--- config.mk ---
export PLATFORM = sky130hd
export DESIGN_NAME = seq_generator
export DESIGN_NICKNAME = d
export VERILOG_FILES = /design/src/rtl/seq_gen_defs.sv /design/src/rtl/seq_next_logic.sv /design/src/rtl/seq_generator.sv
export SDC_FILE = /design/constraint.sdc
export NUM_CORES = 1
export LEC_CHECK = 0
export ABC_CLOCK_PERIOD_IN_PS = 6270
export BUFFER_PORTS_ARGS = -buffer_cell sky130_fd_sc_hd__clkbuf_2
export CELL_PAD_IN_SITES_DETAIL_PLACEMENT = 0
export CELL_PAD_IN_SITES_GLOBAL_PLACEMENT = 1
export CORE_UTILIZATION = 45
export DETAILED_ROUTE_END_ITERATION = 10
export PLACE_DENSITY = 0.88
export SETUP_SLACK_MARGIN = 0.15
export SLEW_MARGIN = 10
export SYNTH_ARGS = -nofsm -noshare
export SYNTH_HDL_FRONTEND = slang
export SYNTH_SLANG_ARGS = --single-unit
--- constraint.sdc ---
create_clock -name CLK -period 6.27 [get_ports CLK]
set_input_delay 0 -clock CLK [delete_from_list [all_inputs] [get_ports CLK]]
set_output_delay 0 -clock CLK [all_outputs]
set_load 0.05 [all_outputs]
--- src/rtl/seq_gen_defs.sv ---
// Package: seq_gen_defs
// Shared definitions for the sequence generator:
//   - MODE_* encodings of the 3-bit MODE input (codes 5-7 are reserved)
//   - one origin function per mode, plus a dispatcher that picks the origin
//     for a given MODE code at a given state width
//   - is_step_mode(): true for the modes that actually advance the state
// The origin functions return MAX_WIDTH bits, so any WIDTH up to 64 is
// supported. Callers cast the result down to their own width.
package seq_gen_defs;

  localparam int MAX_WIDTH = 64;

  localparam logic [2:0] MODE_UP      = 3'd0;
  localparam logic [2:0] MODE_DOWN    = 3'd1;
  localparam logic [2:0] MODE_GRAY    = 3'd2;
  localparam logic [2:0] MODE_JOHNSON = 3'd3;
  localparam logic [2:0] MODE_LFSR    = 3'd4;

  function automatic logic [MAX_WIDTH-1:0] origin_up();
    return '0;
  endfunction

  // All-ones at the requested width.
  function automatic logic [MAX_WIDTH-1:0] origin_down(input int width);
    return {MAX_WIDTH{1'b1}} >> (MAX_WIDTH - width);
  endfunction

  function automatic logic [MAX_WIDTH-1:0] origin_gray();
    return '0;
  endfunction

  function automatic logic [MAX_WIDTH-1:0] origin_johnson();
    return '0;
  endfunction

  // An LFSR cannot sit at zero, so its origin is the single-bit value 0..01.
  function automatic logic [MAX_WIDTH-1:0] origin_lfsr();
    return MAX_WIDTH'(1);
  endfunction

  function automatic logic [MAX_WIDTH-1:0] mode_origin(input logic [2:0] mode,
                                                       input int         width);
    case (mode)
      MODE_DOWN:    return origin_down(width);
      MODE_GRAY:    return origin_gray();
      MODE_JOHNSON: return origin_johnson();
      MODE_LFSR:    return origin_lfsr();
      default:      return origin_up();
    endcase
  endfunction

  function automatic logic is_step_mode(input logic [2:0] mode);
    return mode <= MODE_LFSR;
  endfunction

endpackage

--- src/rtl/seq_next_logic.sv ---
// Module: seq_next_logic
// Pure combinational next-state logic of the sequence generator.
// Ports:
//   s         in  [WIDTH-1:0]  current state
//   mode      in  [2:0]        sequence select (5-7 reserved: n = s)
//   n         out [WIDTH-1:0]  next state under the selected mode
//   origin    out [WIDTH-1:0]  origin value of the selected mode
//   step_en   out              mode is a stepping mode (not reserved)
//   corrected out              n is a recovery jump (invalid Johnson code or
//                              LFSR lock-up), not a regular sequence step
module seq_next_logic
  import seq_gen_defs::*;
#(
  parameter int               WIDTH     = 4,
  parameter logic [WIDTH-1:0] LFSR_TAPS = 4'b1100
) (
  input  logic [WIDTH-1:0] s,
  input  logic [2:0]       mode,
  output logic [WIDTH-1:0] n,
  output logic [WIDTH-1:0] origin,
  output logic             step_en,
  output logic             corrected
);

  localparam logic [WIDTH-1:0] ONE = WIDTH'(1);

  function automatic logic [WIDTH-1:0] gray2bin(input logic [WIDTH-1:0] g);
    logic [WIDTH-1:0] b;
    b[WIDTH-1] = g[WIDTH-1];
    for (int i = WIDTH - 2; i >= 0; i--) begin
      b[i] = b[i+1] ^ g[i];
    end
    return b;
  endfunction

  function automatic logic [WIDTH-1:0] bin2gray(input logic [WIDTH-1:0] b);
    return b ^ (b >> 1);
  endfunction

  // Legal Johnson codes look like 0..01..1 or 1..10..0: at most one place
  // where neighbouring bits differ. Clearing the lowest set bit of the
  // boundary mask leaves zero exactly when there is at most one boundary.
  function automatic logic johnson_valid(input logic [WIDTH-1:0] v);
    logic [WIDTH-2:0] edges;
    edges = v[WIDTH-1:1] ^ v[WIDTH-2:0];
    return (edges & (edges - 1'b1)) == '0;
  endfunction

  assign origin  = WIDTH'(mode_origin(mode, WIDTH));
  assign step_en = is_step_mode(mode);

  // NOTE: every output gets a default before the case so that no path
  // leaves it unassigned; otherwise synthesis infers a latch.
  always_comb begin
    n         = s;
    corrected = 1'b0;
    case (mode)
      MODE_UP:   n = s + ONE;
      MODE_DOWN: n = s - ONE;
      MODE_GRAY: n = bin2gray(gray2bin(s) + ONE);
      MODE_JOHNSON: begin
        if (johnson_valid(s)) begin
          n = {s[WIDTH-2:0], ~s[WIDTH-1]};
        end else begin
          n         = '0;
          corrected = 1'b1;
        end
      end
      MODE_LFSR: begin
        if (s == '0) begin
          n         = ONE;
          corrected = 1'b1;
        end else begin
          n = {s[WIDTH-2:0], ^(s & LFSR_TAPS)};
        end
      end
      default: n = s;
    endcase
  end

endmodule

--- src/rtl/seq_generator.sv ---
// Module: seq_generator
// Mode-selectable sequence generator: up, down, Gray, Johnson or LFSR.
// Ports:
//   CLK       in                rising-edge clock
//   RST       in                asynchronous active-low reset
//   CE        in                step enable (0 holds)
//   LOAD      in                synchronous load, wins over CE
//   LOAD_VAL  in  [WIDTH-1:0]   value written on LOAD
//   MODE      in  [2:0]         sequence select (5-7 reserved, hold)
//   OUT       out [WIDTH-1:0]   current state
//   OUT_NEXT  out [WIDTH-1:0]   combinational next state for MODE, ignores CE
//   WRAP      out               one-cycle pulse: a regular step landed on the origin
//   PERIOD    out [WIDTH:0]     step count of the last completed period
module seq_generator
  import seq_gen_defs::*;
#(
  parameter int               WIDTH     = 4,
  parameter logic [WIDTH-1:0] INIT      = '0,
  parameter logic [WIDTH-1:0] LFSR_TAPS = 4'b1100
) (
  input  logic             CLK,
  input  logic             RST,
  input  logic             CE,
  input  logic             LOAD,
  input  logic [WIDTH-1:0] LOAD_VAL,
  input  logic [2:0]       MODE,
  output logic [WIDTH-1:0] OUT,
  output logic [WIDTH-1:0] OUT_NEXT,
  output logic             WRAP,
  output logic [WIDTH:0]   PERIOD
);

  logic [WIDTH-1:0] state_q, state_d;
  logic [WIDTH:0]   cnt_q, cnt_d;
  logic [WIDTH:0]   period_q, period_d;
  logic             wrap_q, wrap_d;

  logic [WIDTH-1:0] next_state;
  logic [WIDTH-1:0] origin;
  logic             step_en;
  logic             corrected;
  logic [WIDTH:0]   cnt_inc;

  seq_next_logic #(
    .WIDTH     (WIDTH),
    .LFSR_TAPS (LFSR_TAPS)
  ) u_next (
    .s         (state_q),
    .mode      (MODE),
    .n         (next_state),
    .origin    (origin),
    .step_en   (step_en),
    .corrected (corrected)
  );

  // Step counter saturates instead of rolling over, so a very long run
  // reports a pinned maximum rather than a misleading small period.
  assign cnt_inc = (&cnt_q) ? cnt_q : cnt_q + (WIDTH + 1)'(1);

  always_comb begin
    state_d  = state_q;
    cnt_d    = cnt_q;
    period_d = period_q;
    wrap_d   = 1'b0;
    if (LOAD) begin
      state_d = LOAD_VAL;
      cnt_d   = '0;
    end else if (CE && step_en) begin
      state_d = next_state;
      if (corrected) begin
        // A recovery jump lands on the origin without completing a period:
        // restart the measurement but do not report a wrap.
        cnt_d = '0;
      end else if (next_state == origin) begin
        wrap_d   = 1'b1;
        period_d = cnt_inc;
        cnt_d    = '0;
      end else begin
        cnt_d = cnt_inc;
      end
    end
  end

  // NOTE: state registers use non-blocking assignments so every flop samples
  // the pre-edge values, independent of statement order.
  always_ff @(posedge CLK or negedge RST) begin
    if (!RST) begin
      state_q  <= INIT;
      cnt_q    <= '0;
      period_q <= '0;
      wrap_q   <= 1'b0;
    end else begin
      state_q  <= state_d;
      cnt_q    <= cnt_d;
      period_q <= period_d;
      wrap_q   <= wrap_d;
    end
  end

  assign OUT      = state_q;
  assign OUT_NEXT = next_state;
  assign WRAP     = wrap_q;
  assign PERIOD   = period_q;

endmodule

=== Word level (Yosys, flattened, before mapping) ===
Cells that the tools add are included.

* Register bits: 15
* Input port bits: 11
* Output and inout bits: 14

* Add/subtract/negate cells: 5
* $lt $le $gt $ge: 1
* Equal/unequal tests: 5
* Multiplexer cells: 18
* Bitwise operators: 9
* Reduce and logical (&&, ||, !) cells: 8

{| class="wikitable"
|+ Operator list
! operator !! count
|-
| $mux W5 || 5
|-
| $pmux W4 S5 || 1
|-
| $mux W4 || 4
|-
| $add A4 B1 Y4 const B || 2
|-
| $pmux W4 S2 || 1
|-
| $eq A3 B2 Y1 const B || 2
|-
| $logic_not A3 Y1 || 2
|-
| $mux W1 || 6
|-
| $add A5 B1 Y5 const B || 1
|-
| $reduce_and A5 Y1 || 1
|-
| $eq A4 B4 Y1 || 1
|-
| $logic_not A4 Y1 || 1
|-
| $reduce_and A4 Y1 || 1
|-
| $reduce_xor A4 Y1 || 1
|-
| $sub A4 B1 Y4 const B || 1
|-
| $xor A4 B3 Y4 || 1
|-
| $and A3 B3 Y3 || 1
|-
| $eq A3 B1 Y1 const B || 1
|-
| $eq A3 B3 Y1 const B || 1
|-
| $le A3 B3 Y1 const B || 1
|-
| $not A1 Y1 || 3
|-
| $sub A3 B1 Y3 const B || 1
|-
| $xor A1 B1 Y1 || 3
|-
| $xor A3 B3 Y3 || 1
|-
| other kinds (3) || 3
|}

=== Longest topological paths before layout ===
Gate-level depths: netlist of run 1.

* Word-level depth: 11
* Mapped depth: 12
* Mapped depth without buffers: 11

=== Hierarchy ===
A second synthesis of run 1 with hierarchy kept.

* Cell total of the unflattened synthesis: 142
* Area total of the unflattened synthesis: 1244.9 um^2

{| class="wikitable"
|+ By module, submodules not included
! module !! times used !! cells each !! area an instance (um^2) !! seq. area each (um^2)
|-
| seq_generator || 1 || 72 || 785.8 || 375.4
|-
| seq_next_logic || 1 || 70 || 459.2 || 0.0
|}

=== Worst setup path before layout of run 1 ===
Ideal clock, no wire load.

* Path type: reg2reg
* From: register state_q[3], in the netlist OUT[3]
* To: register period_q[0], in the netlist PERIOD[0]
* Library setup time: 0.125 ns
* Arrival: 3.795 ns
* Slack: 2.350 ns
* Cell stages (with the launch flop): 13
* Cells stage by stage: dfrtp_1 clkbuf_1 inv_1 ha_1 ha_1 and2b_1 mux2i_1 a2111o_1 nand3_2 or4_4 o21ai_4 nand2_4 mux2_4

* Longest elaborated chain between the ends: 8
* Elaborated cells between the ends (all ways): 23
* Classes of those cells: add/sub: 4; eq/ne: 1; mux: 6; bitwise: 8; reduce/logical: 4

{| class="wikitable"
|+ Ends and longest elaborated chain
! element !! RTL line !! RTL
|-
| start, declared || seq_generator.sv:33 || <nowiki>logic [WIDTH-1:0] state_q, state_d;</nowiki>
|-
| start signal, assigned || seq_generator.sv:93 || <nowiki>state_q <= state_d;</nowiki>
|-
| $xor A1 B1 Y1 or $xor A3 B3 Y3 (tied branches) || seq_next_logic.sv:31, seq_next_logic.sv:45 ||
|-
| $xor A1 B1 Y1 or $sub A3 B1 Y3 (tied branches) || seq_next_logic.sv:31, seq_next_logic.sv:46 ||
|-
| $xor A1 B1 Y1 or $and A3 B3 Y3 (tied branches) || seq_next_logic.sv:31, seq_next_logic.sv:46 ||
|-
| $add A4 B1 Y4 or $logic_not A3 Y1 (tied branches) || seq_next_logic.sv:60, seq_next_logic.sv:46 ||
|-
| $xor A4 B3 Y4 or $mux W4 (tied branches) || seq_next_logic.sv:37, seq_next_logic.sv:62 ||
|-
| $pmux W4 S5 * || seq_next_logic.sv:57 || <nowiki>case (mode)</nowiki>
|-
| named net OUT_NEXT[2] || seq_generator.sv:28 || <nowiki>output logic [WIDTH-1:0] OUT_NEXT,</nowiki>
|-
| $eq A4 B4 Y1 * || seq_generator.sv:74 || <nowiki>end else if (next_state == origin) begin</nowiki>
|-
| $reduce_and A4 Y1 (no line) * || - ||
|-
| end signal, assigned || seq_generator.sv:95 || <nowiki>period_q <= period_d;</nowiki>
|-
| end, declared || seq_generator.sv:35 || <nowiki>logic [WIDTH:0] period_q, period_d;</nowiki>
|}

The timed path passes the listed nets; every way through them passes the cells marked *.
A chain may end at the register's enable or synchronous reset.

=== Worst setup path in the final report of run 1 ===
* From: register state_q[3], in the netlist OUT[3]
* To: register period_q[0], in the netlist PERIOD[0]

* Longest elaborated chain between the ends: 8
* Elaborated cells between the ends (all ways): 23
* Classes of those cells: add/sub: 4; eq/ne: 1; mux: 6; bitwise: 8; reduce/logical: 4

{| class="wikitable"
|+ Ends and longest elaborated chain
! element !! RTL line !! RTL
|-
| $xor A1 B1 Y1 or $xor A3 B3 Y3 (tied branches) || seq_next_logic.sv:31, seq_next_logic.sv:45 ||
|-
| $xor A1 B1 Y1 or $sub A3 B1 Y3 (tied branches) || seq_next_logic.sv:31, seq_next_logic.sv:46 ||
|-
| $xor A1 B1 Y1 or $and A3 B3 Y3 (tied branches) || seq_next_logic.sv:31, seq_next_logic.sv:46 ||
|-
| $add A4 B1 Y4 or $logic_not A3 Y1 (tied branches) || seq_next_logic.sv:60, seq_next_logic.sv:46 ||
|-
| $xor A4 B3 Y4 (tied with other cells) || seq_next_logic.sv:37 || <nowiki>return b ^ (b >> 1);</nowiki>
|-
| $pmux W4 S5 or $pmux W1 S2 (tied branches) || seq_next_logic.sv:57 ||
|-
| $eq A4 B4 Y1 or $not A1 Y1 (tied branches) || - ||
|-
| $reduce_and A4 Y1 (no line) * || - ||
|}

Mark *: on every way between the ends. The rest lies on a longest branch, timed or not.

==> results of run 1 <==
## Yosys cell counts (2+ instances only)
cell type	number
dfrtp_1	15
a31oi_1	2
o21ai_0	5
ha_1	6
o21ai_4	2
nor2b_1	2
and2_1	2
o2bb2ai_1	2
mux2i_1	6
a21oi_1	9
nand2_1	18
buf_2	4
mux2_4	2
nand3_1	3
nor2_1	8
nor3_1	3
o211ai_1	2
a41oi_1	4
nand2b_1	3
inv_1	8
and3b_1	2
xnor2_1	6
nand4_1	5
o21a_1	3
and3_1	2
clkbuf_1	2
and4b_1	2
## layout make-up
cell class / count / area share
inverters: 8 / 0.0195
well taps: 31 / 0.0251
clock buffers: 4 / 0.0170
repair buffers: 29 / 0.110
flip-flops and latches: 15 / 0.243
multi-input cells: 122 / 0.585
## routing by layer
| metal | GRT usage | part of all wire |
|---|---|---|
| met1 | 0.323 | 0.49 |
| met2 | 0.355 | 0.44 |
| met3 | 0.0484 | 0.058 |
| met4 | 0.0453 | 0.012 |
| met5 | 0 | 0 |
## flip-flops by register name, indices dropped and copies added, names as in the netlist
register,flops
OUT,4
cnt_q,5
WRAP,1
PERIOD,5
## cells by family after synthesis
logic type                 after synthesis
xor gates and xnor gates                 7
muxes                                    8
and+or+nand+nor                         56
buffers and inverters                   16
AOI/OAI and AO/OA                       44
DFF                                     15
adders and majority gates                7
## per-stage QoR
| stage | hold slack, ns | total power, µW | worst slack [ns] |
|---|---|---|---|
| 3_5_place_dp | -0.0602 | 368 | 2.81 |
| 6_report | 0.0438 | 426 | 2.80 |
| 3_3_place_gp | -0.0719 | 364 | 2.93 |
| 2_1_floorplan | -0.296 | 320 | 2.35 |
| 5_1_grt | 0.0702 | 452 | 2.63 |
| 4_1_cts | 0.0425 | 427 | 2.80 |
## cell usage in the layout, fill, tap and decap left out, drive strengths merged, types with 2 or more instances in the layout
cell type | netlist | final
ha | 6 | 6
clkbuf | 2 | 28
nor2 | 9 | 9
and3b | 2 | 2
o311ai | 2 | 2
o211ai | 2 | 2
and2 | 2 | 2
o21ai | 9 | 9
mux2 | 2 | 2
nor2b | 2 | 2
a21oi | 9 | 9
nand2 | 19 | 19
nand3 | 4 | 4
a41oi | 4 | 4
o21a | 3 | 3
mux2i | 6 | 6
nand2b | 3 | 3
dfrtp | 15 | 15
nand4 | 5 | 5
and4b | 2 | 2
and3 | 2 | 2
o2bb2ai | 2 | 2
nor3 | 3 | 3
inv | 8 | 8
dlygate4sd3 | 0 | 5
a31oi | 2 | 2
xnor2 | 6 | 6
## worst max path at each step
stage                            start               endpoint  depth (start not counted)
floorplan           OUT[3]$_DFFE_PN0P_  PERIOD[0]$_DFFE_PN0P_                         12
global placement    OUT[3]$_DFFE_PN0P_  PERIOD[0]$_DFFE_PN0P_                         11
detailed placement  OUT[3]$_DFFE_PN0P_  PERIOD[0]$_DFFE_PN0P_                         11
CTS                 OUT[3]$_DFFE_PN0P_  PERIOD[0]$_DFFE_PN0P_                         11
global route        OUT[3]$_DFFE_PN0P_  PERIOD[0]$_DFFE_PN0P_                         11
finish              OUT[3]$_DFFE_PN0P_  PERIOD[0]$_DFFE_PN0P_                         11
## timing repair
| action | CTS | global route |
|---|---|---|
| endpoints found under the hold margin | 19 | 0 |
| hold buffers | 5 | 0 |
| setup endpoints to repair | 0 | 0 |
| setup buffers | 0 | 0 |
## report_power, final
group | internal [µW] | switching [µW]
Clock | 24.7 | 32.2
Sequential | 114 | 20.6
Combinational | 75.1 | 160
## critical path: stages (launching register included)
cell      delay (ns)
dfrtp_1         0.57
inv_1           0.09
ha_1            0.35
ha_1            0.36
and2b_1         0.23
mux2i_1         0.23
a2111o_1        0.18
nand3_2         0.12
or4_4           0.57
o21ai_4         0.26
nand2_4         0.09
mux2_4          0.31
==> metrics.yaml, run 1 <==
sta:
  period_needed_ns: 3.47
  fmax_mhz: 288
  rsz0062_at_grt: "no"
  finalCritPeriodShare: 0.554
  tightest_slew_ns: 0.604
  fin_setup_tns_ns: 0
  slew_headroom: 0.596
  hold_violations: 0
  skew_ns: 0.00209
  drv_slew: 0
  finalSetupViolations: 0
synthesis:
  synth-compound-area-share: 0.253
  synth_area_leaders: "dfrtp_1 28%, ha_1 5.5%, nand2_1 5.0%"
  synth_top_area_cell: "dfrtp_1"
  ys_types: 52
  ys_async_sr_fraction: 1.00
  yosys-mux-area-fraction: 0.0665
  ys_warn_count: 0
  syn-cell-area_um2: 1350
  synthAdderAreaFrac: 0.0702
  ys_seq_area_frac: 0.277
  synth-edff-count: 0
  synth_ff_type: "dfrtp_1"
  avgSynthCellArea_um2: 8.85
  synth-simple-area-share: 0.231
  synth-xor-area-share: 0.0453
  yosysTopAreaCellShare: 0.277
  syn-instance-count: 153
  ys_ff_latch: 15
  synth_fp_nets: 171
  synth_top_family_by_area: "compound AO/OA/AOI/OAI gates"
floorplanning:
  die_h_um: 56.9
  die_width_um: 56.9
  die-area_um2: 3230
  num_rows: 19
  start_util: 0.483
  ioPinCount: 25
  core_area_um2: 2810
layout:
  finalNonFillerCells: 209
  layout-drive-gt1-share: 0.219
  regArea_um2: 375
  antenna_cells: 0
  nNetsFinal: 197
  postLayoutCoreUtil: 0.550
  area_growth_pct: 14.0
  n_fill_cell: 274
  fin_area_um2: 1540
  multiInputGateArea_um2: 902
routing:
  drc: 4
  drt_iter0_drc: 64
  first_pass_iters: 7
  final_antenna_net_count: 0
  num_vias: 1279
  via_per_inst: 6.12
  wl_um: 3290
  wl_per_cell_um: 15.7
placed_design:
  portBuffers: 24
  dp_cells: 200
  placed_cell_area_um2: 1470
  place_congestion: 0.881
  dp_hpwl_um: 2470
status:
  status: "complete, but fails checks"
  violations: "DRC"
worst_hold_path:
  hold_end: "cnt_q[4]$_DFFE_PN0P_"
  hold_class: "in2reg"
  worstHoldStart: "CE"
  hold_depth: 4
critical_path:
  rr_worst_depth: 11
  reg2reg_from: "OUT[3]$_DFFE_PN0P_"
  worstPathArrival_ns: 3.65
  setup.worst_path.start_class: "flip-flop"
  cp_max_fo: 12
  r2r_slack_ns: 2.80
  r2r_end: "PERIOD[0]$_DFFE_PN0P_"
  path_class: "reg2reg"
  crit_required_ns: 6.45
  critPathCaptureType: "flip-flop"
grt:
  antenna_found_initial: 0
  grt_pass1_wl_um: 5730
  grt_usage: 0.227
  overflow: 0
  grt_max_degree: 23
  grt_pass1_vias: 1205
clock_tree:
  max-clock-path-buffers: 2
  cts-buffers-inserted: 3
  cts_sinks: 15
  cts_root_buf: "clkbuf_4"
  clk_pin_slew_worst_paths_ns: 0.09
  cts.repair.resized: 0
  cts_htree_levels: 1
  clk_latency_ns: 0.29
  cts_tree: "done"
job:
  maxCapViolCount: 0
pwr:
  vdd.ir_drop.worst_mv: 0.136
  powerDensity_nw_per_um2: 276
  p_leak_uw: 0.000737
Note: power is estimated with default switching activity, not from simulation.
==> run 2, diff against run 1 <==
- ABC_CLOCK_PERIOD_IN_PS: 6270 -> 3550
- CORE_UTILIZATION: 45 -> 41
- PLACE_DENSITY: 0.88 -> 0.81
- clock period: 6.27 -> 3.55 ns (I/O delays scaled with it)
==> metrics.yaml, run 2 (synthesized netlist as in run 1, its figures left out) <==
pwr:
  fin_total_pwr_uw: 768  # was 426 µW
  vdd.ir_drop.worst_mv: 0.318  # was 0.136 mV
  p_leak_uw: 0.000751  # was 0.000737 µW
  powerDensity_nw_per_um2: 479  # was 276 nW/µm²
routing:
  num_vias: 1269  # was 1279
  top_layer_used: "met4"  # unchanged
  wl_um: 3400  # was 3290 µm
  drc: 0  # was 4
  drt_iter0_drc: 46  # was 64
  first_pass_iters: 4  # was 7
  wl_per_cell_um: 15.1  # was 15.7 µm
  wl_met1_um: 1690  # was 1610 µm
  final_antenna_net_count: 0  # unchanged
  via_per_inst: 5.64  # was 6.12
  wl_met2_um: 1570  # was 1440 µm
  wl_met3_um: 118  # was 191 µm
job:
  maxCapViolCount: 0  # unchanged
clock_tree:
  clk_pin_slew_worst_paths_ns: 0.09  # about the same
  cts_tree: "done"  # unchanged
  max-clock-path-buffers: 2  # unchanged
  cts_htree_levels: 1  # unchanged
  cts_root_buf: "clkbuf_4"  # unchanged
  clk_latency_ns: 0.28  # was 0.29 ns
  cts.repair.resized: 0  # unchanged
  cts-buffers-inserted: 3  # unchanged
  cts_sinks: 15  # unchanged
grt:
  grt_max_degree: 22  # was 23
  grt_usage: 0.210  # was 0.227
  grt_pass1_wl_um: 5590  # was 5730 µm
  grt_pass1_vias: 1124  # was 1205
  antenna_found_initial: 0  # unchanged
  overflow: 0  # unchanged
floorplanning:
  ioPinCount: 25  # unchanged
  start_util: 0.436  # was 0.483
  die_width_um: 59.5  # was 56.9 µm
  die-area_um2: 3540  # was 3230 µm²
  num_rows: 20  # was 19
  core_area_um2: 3100  # was 2810 µm²
  die_h_um: 59.5  # was 56.9 µm
layout:
  area_growth_pct: 18.5  # was 14.0%
  nNetsFinal: 200  # was 197
  mostFrequentLayoutCells: "24 x clkbuf_2, 18 x nand2_1, 13 x dfrtp_1, 9 x a21oi_1"  # was 24 x clkbuf_2, 18 x nand2_1, 15 x dfrtp_1, 9 x a21oi_1
  layout-drive-gt1-share: 0.249  # was 0.219
  antenna_cells: 0  # unchanged
  n_fill_cell: 316  # was 274
  final_common_cell: "clkbuf_2"  # unchanged
placed_design:
  dp_hpwl_um: 2550  # was 2470 µm
  place_congestion: 0.870  # was 0.881
  portBuffers: 24  # unchanged
critical_path:
  setup.worst_path.start_class: "flip-flop"  # unchanged
  crit_chain: "fa_1 -> or3b_2 -> o311a_1 -> o311ai_1 -> o21a_1 -> or4_4 -> o211ai_1 -> o21ai_1 -> o2bb2ai_1"  # was inv_1 -> ha_1 -> ha_1 -> and2b_1 -> mux2i_1 -> a2111o_1 -> nand3_2 -> or4_4 -> o21ai_4 -> nand2_4 -> mux2_4
  max_stage_delay_ns: 0.65  # was 0.57 ns
  critPathCaptureType: "flip-flop"  # unchanged
  path_buf_inv: 0  # was 1
  crit_required_ns: 3.71  # was 6.45 ns
  cp_max_fo: 12  # unchanged
  path_delay_family: "compound AO/OA/AOI/OAI gates"  # was simple AND/OR/NAND/NOR gates
  cp_slowest_cell: "dfrtp_1"  # unchanged
  path_class: "reg2reg"  # unchanged
  worstPathArrival_ns: 3.33  # was 3.65 ns
sta:
  rsz0062_at_grt: "no"  # unchanged
  fmax_mhz: 315  # was 288 MHz
  tightest_slew_ns: 0.557  # was 0.604 ns
  fin_setup_tns_ns: 0  # unchanged
  period_needed_ns: 3.18  # was 3.47 ns
  drv_slew: 0  # unchanged
  hold_violations: 0  # unchanged
  skew_ns: 0.00142  # was 0.00209 ns
  finalCritPeriodShare: 0.894  # was 0.554
  slew_headroom: 0.624  # was 0.596
  finalSetupViolations: 0  # unchanged
status:
  status: "finished, final reports clean"  # was complete, but fails checks
worst_hold_path:
  hold_class: "in2reg"  # unchanged
-- run 2: layout make-up --
| cell class | instances | area [µm²] | share of cell area |
|---|---|---|---|
| sequential | 15 | 378 | 0.236 |
| multi-input combinational | 122 | 922 | 0.575 |
| clock buffer | 4 | 26.3 | 0.0164 |
| inverter | 8 | 30.0 | 0.0187 |
| timing repair buffer | 32 | 193 | 0.120 |
| tap | 44 | 55.1 | 0.0343 |
-- run 2: per-layer routing --
layer  vias up  global-route usage
met4         0              0.0272
li1        630                   -
met2        30               0.300
met3         2              0.0502
met1       607               0.324
met5         -                   0
-- run 2: power by group --
part	total, µW	leakage [µW]	switching, µW	internal (µW)
Clock	97.3	0.0000150	53.7	43.6
Combinational	431	0.000545	287	145
Sequential	239	0.000191	37.3	202
Total	768	0.000751	378	390
-- run 2: path summary, 6_finish.rpt --
check	slack, ns	endpoint	startpoint	cells after the start
setup / recovery	0.37	cnt_q[0]$_DFFE_PN0P_	OUT[1]$_DFFE_PN0P_	9
hold / removal	0.05	cnt_q[4]$_DFFE_PN0P_	CE	4
setup reg to reg	0.37	cnt_q[0]$_DFFE_PN0P_	OUT[1]$_DFFE_PN0P_	9
hold reg to reg	0.52	PERIOD[3]$_DFFE_PN0P_	PERIOD[3]$_DFFE_PN0P_	1
max in group asynchronous	3.12	OUT[3]$_DFFE_PN0P_	RST	2
min in group asynchronous	0.15	WRAP$_DFF_PN0_	RST	2
-- run 2: metrics by stage --
step	setup WS (ns)	cells	hold WS, ns	util	instance area, µm²
6_report	0.375	225	0.0474	0.517	1600
5_1_grt	0.164	225	0.0869	0.517	1600
4_1_cts	0.400	225	0.0549	0.517	1600
3_5_place_dp	0.383	216	-0.0700	0.492	1530
3_3_place_gp	0.475	216	-0.0750	0.492	1530
2_1_floorplan	0.187	153	-0.296	-	1390
-- run 2: worst min-delay path: cells and delay by family --
family	cells	cell delay, ns
buf+inv	1	0.09
simple gates	1	0.07
compound gates	2	0.13
-- run 2: timing repair --
action / CTS / global route
hold buffers: 5 / 0
hold endpoints to repair: 19 / 0
setup buffers: 0 / 0
==> run 3, diff against run 2 <==
- PLACE_DENSITY: 0.81 -> 0.85
==> metrics.yaml, run 3 (synthesized netlist as in run 1, its figures left out) <==
status:
  status: "finished, final reports clean"  # unchanged
routing:
  wl_um: 3450  # was 3400 µm
  drc: 0  # unchanged
  num_vias: 1286  # was 1269
  wl_per_cell_um: 14.9  # was 15.1 µm
  final_antenna_net_count: 0  # unchanged
  first_pass_iters: 4  # unchanged
  drt_iter0_drc: 47  # was 46
  via_per_inst: 5.57  # was 5.64
sta:
  period_needed_ns: 3.24  # was 3.18 ns
  skew_ns: 0.00533  # was 0.00142 ns
  drv_slew: 0  # unchanged
  finalSetupViolations: 0  # unchanged
  fin_setup_tns_ns: 0  # unchanged
  fmax_mhz: 309  # was 315 MHz
  slew_headroom: 0.567  # was 0.624
  tightest_slew_ns: 0.642  # was 0.557 ns
  hold_violations: 0  # unchanged
  finalCritPeriodShare: 0.911  # was 0.894
  rsz0062_at_grt: "no"  # unchanged
grt:
  top_usage_layer: "met2"  # was met1
  use_met2: 0.327  # was 0.300
  overflow: 0  # unchanged
  grt_max_degree: 22  # unchanged
  grt_use_met3: 0.0502  # unchanged
  antenna_found_initial: 0  # unchanged
  grt_pass1_vias: 1234  # was 1124
  use_met1: 0.314  # was 0.324
  grt_usage: 0.217  # was 0.210
  grt_pass1_wl_um: 5790  # was 5590 µm
layout:
  antenna_cells: 0  # unchanged
  final_common_cell: "clkbuf_2"  # unchanged
  mostFrequentLayoutCells: "24 x clkbuf_2, 18 x nand2_1, 13 x dfrtp_1, 9 x a21oi_1, 9 x buf_4"  # was 24 x clkbuf_2, 18 x nand2_1, 13 x dfrtp_1, 9 x a21oi_1
  layout-drive-gt1-share: 0.273  # was 0.249
  nNetsFinal: 206  # was 200
  postLayoutCoreUtil: 0.531  # was 0.517
  area_growth_pct: 21.8  # was 18.5%
  n_fill_cell: 332  # was 316
critical_path:
  path_class: "reg2reg"  # unchanged
  crit_required_ns: 3.72  # was 3.71 ns
  setup.worst_path.start_class: "flip-flop"  # unchanged
  cp_max_fo: 8  # was 12
  r2r_end: "PERIOD[0]$_DFFE_PN0P_"  # was cnt_q[0]$_DFFE_PN0P_
  reg2reg_from: "OUT[2]$_DFFE_PN0P_"  # was OUT[1]$_DFFE_PN0P_
  r2r_slack_ns: 0.31  # was 0.37 ns
  rr_worst_depth: 11  # was 9
  worstPathArrival_ns: 3.41  # was 3.33 ns
  critPathCaptureType: "flip-flop"  # unchanged
worst_hold_path:
  worstHoldStart: "CE"  # unchanged
  hold_end: "cnt_q[4]$_DFFE_PN0P_"  # unchanged
  hold_class: "in2reg"  # unchanged
  hold_depth: 4  # unchanged
clock_tree:
  cts-buffers-inserted: 3  # unchanged
  cts_sinks: 15  # unchanged
  clk_latency_ns: 0.28  # about the same
  cts_tree: "done"  # unchanged
  cts.repair.resized: 0  # unchanged
  max-clock-path-buffers: 2  # unchanged
  cts_root_buf: "clkbuf_4"  # unchanged
  clk_pin_slew_worst_paths_ns: 0.09  # about the same
  cts_htree_levels: 1  # unchanged
placed_design:
  portBuffers: 24  # unchanged
  dp_hpwl_um: 2600  # was 2550 µm
  place_congestion: 0.909  # was 0.870
floorplanning:
  core_area_um2: 3100  # unchanged
  die_width_um: 59.5  # unchanged
  num_rows: 20  # unchanged
  ioPinCount: 25  # unchanged
  start_util: 0.436  # unchanged
  die_h_um: 59.5  # unchanged
  die-area_um2: 3540  # unchanged
pwr:
  p_seq_frac: 0.295  # was 0.312
  swShare: 0.489  # was 0.492
  power_switching_uw: 383  # was 378 µW
  p_clk_frac: 0.124  # was 0.127
  p_leak_uw: 0.000780  # was 0.000751 µW
  vdd.ir_drop.worst_mv: 0.179  # was 0.318 mV
  cellInternalPower_uw: 401  # was 390 µW
  fin_total_pwr_uw: 784  # was 768 µW
  powerDensity_nw_per_um2: 475  # was 479 nW/µm²
  combPwrFrac: 0.581  # was 0.562
job:
  maxCapViolCount: 0  # unchanged
==> run 3: cell types whose count changed in the layout (fill, tap and decap cells not counted) <==
cell	delta
buf_4	+6
==> run 3: repair_timing <==
item                                   4_1_cts  5_1_grt
hold buffers                                 5        0
setup endpoints to repair                    0        4
endpoints found under the hold margin       19        0
buffers inserted                             0        4
==> run 3: layer usage <==
metal  up-vias  part of all wire
met1       615              0.47
met3         2             0.051
li1        640                 -
met5         -                 0
met4         0            0.0023
met2        29              0.48
==> run 3: critical path, cell delays in order (launching register included) <==
cell and delay [ns]:
dfrtp_2 0.46, inv_1 0.06, ha_1 0.42, ha_4 0.26, and2b_1 0.21, mux2i_1 0.27, a2111o_1 0.22, nand3_4 0.09
or4_4 0.45, o21ai_4 0.28, nand2_4 0.10, mux2_4 0.30
==> run 3: how the worst max path moves through the flow <==
| stage | startpoint | endpoint | slack, ns | cells past startpoint |
|---|---|---|---|---|
| floorplan | OUT[3]$_DFFE_PN0P_ | PERIOD[0]$_DFFE_PN0P_ | 0.19 | 12 |
| global placement | OUT[3]$_DFFE_PN0P_ | PERIOD[0]$_DFFE_PN0P_ | 0.39 | 11 |
| detailed placement | OUT[3]$_DFFE_PN0P_ | PERIOD[0]$_DFFE_PN0P_ | 0.34 | 11 |
| CTS | OUT[3]$_DFFE_PN0P_ | PERIOD[0]$_DFFE_PN0P_ | 0.32 | 11 |
| global route | OUT[2]$_DFFE_PN0P_ | PERIOD[0]$_DFFE_PN0P_ | 0.14 | 11 |
| finish | OUT[2]$_DFFE_PN0P_ | PERIOD[0]$_DFFE_PN0P_ | 0.31 | 11 |
==> run 3: through the flow <==
stage                     instance area [µm²]  hold slack [ns]  setup slack (ns)  std cells
after CTS                                1620           0.0443             0.316        227
after floorplan                          1390           -0.296             0.187        153
after global routing                     1650           0.0766             0.138        231
after detailed placement                 1540          -0.0627             0.341        218
final                                    1650           0.0501             0.314        231
after global placement                   1540          -0.0745             0.387        218
==> run 3: power groups by stage <==
stage	combinational (µW)	clock, µW	sequential, µW
after floorplan	249	0	329
after global placement	432	0	235
after detailed placement	437	0	238
after CTS	443	101	235
after global routing	492	110	234
final	456	97.1	231
==> run 3: area by class of cell <==
type | count | area, µm² | area share
repair buffers | 38 | 238 | 0.144
inverters | 8 | 30.0 | 0.0182
flip-flops and latches | 15 | 378 | 0.229
clock buffers | 4 | 26.3 | 0.0159
multi-input cells | 122 | 922 | 0.559
well taps | 44 | 55.1 | 0.0334
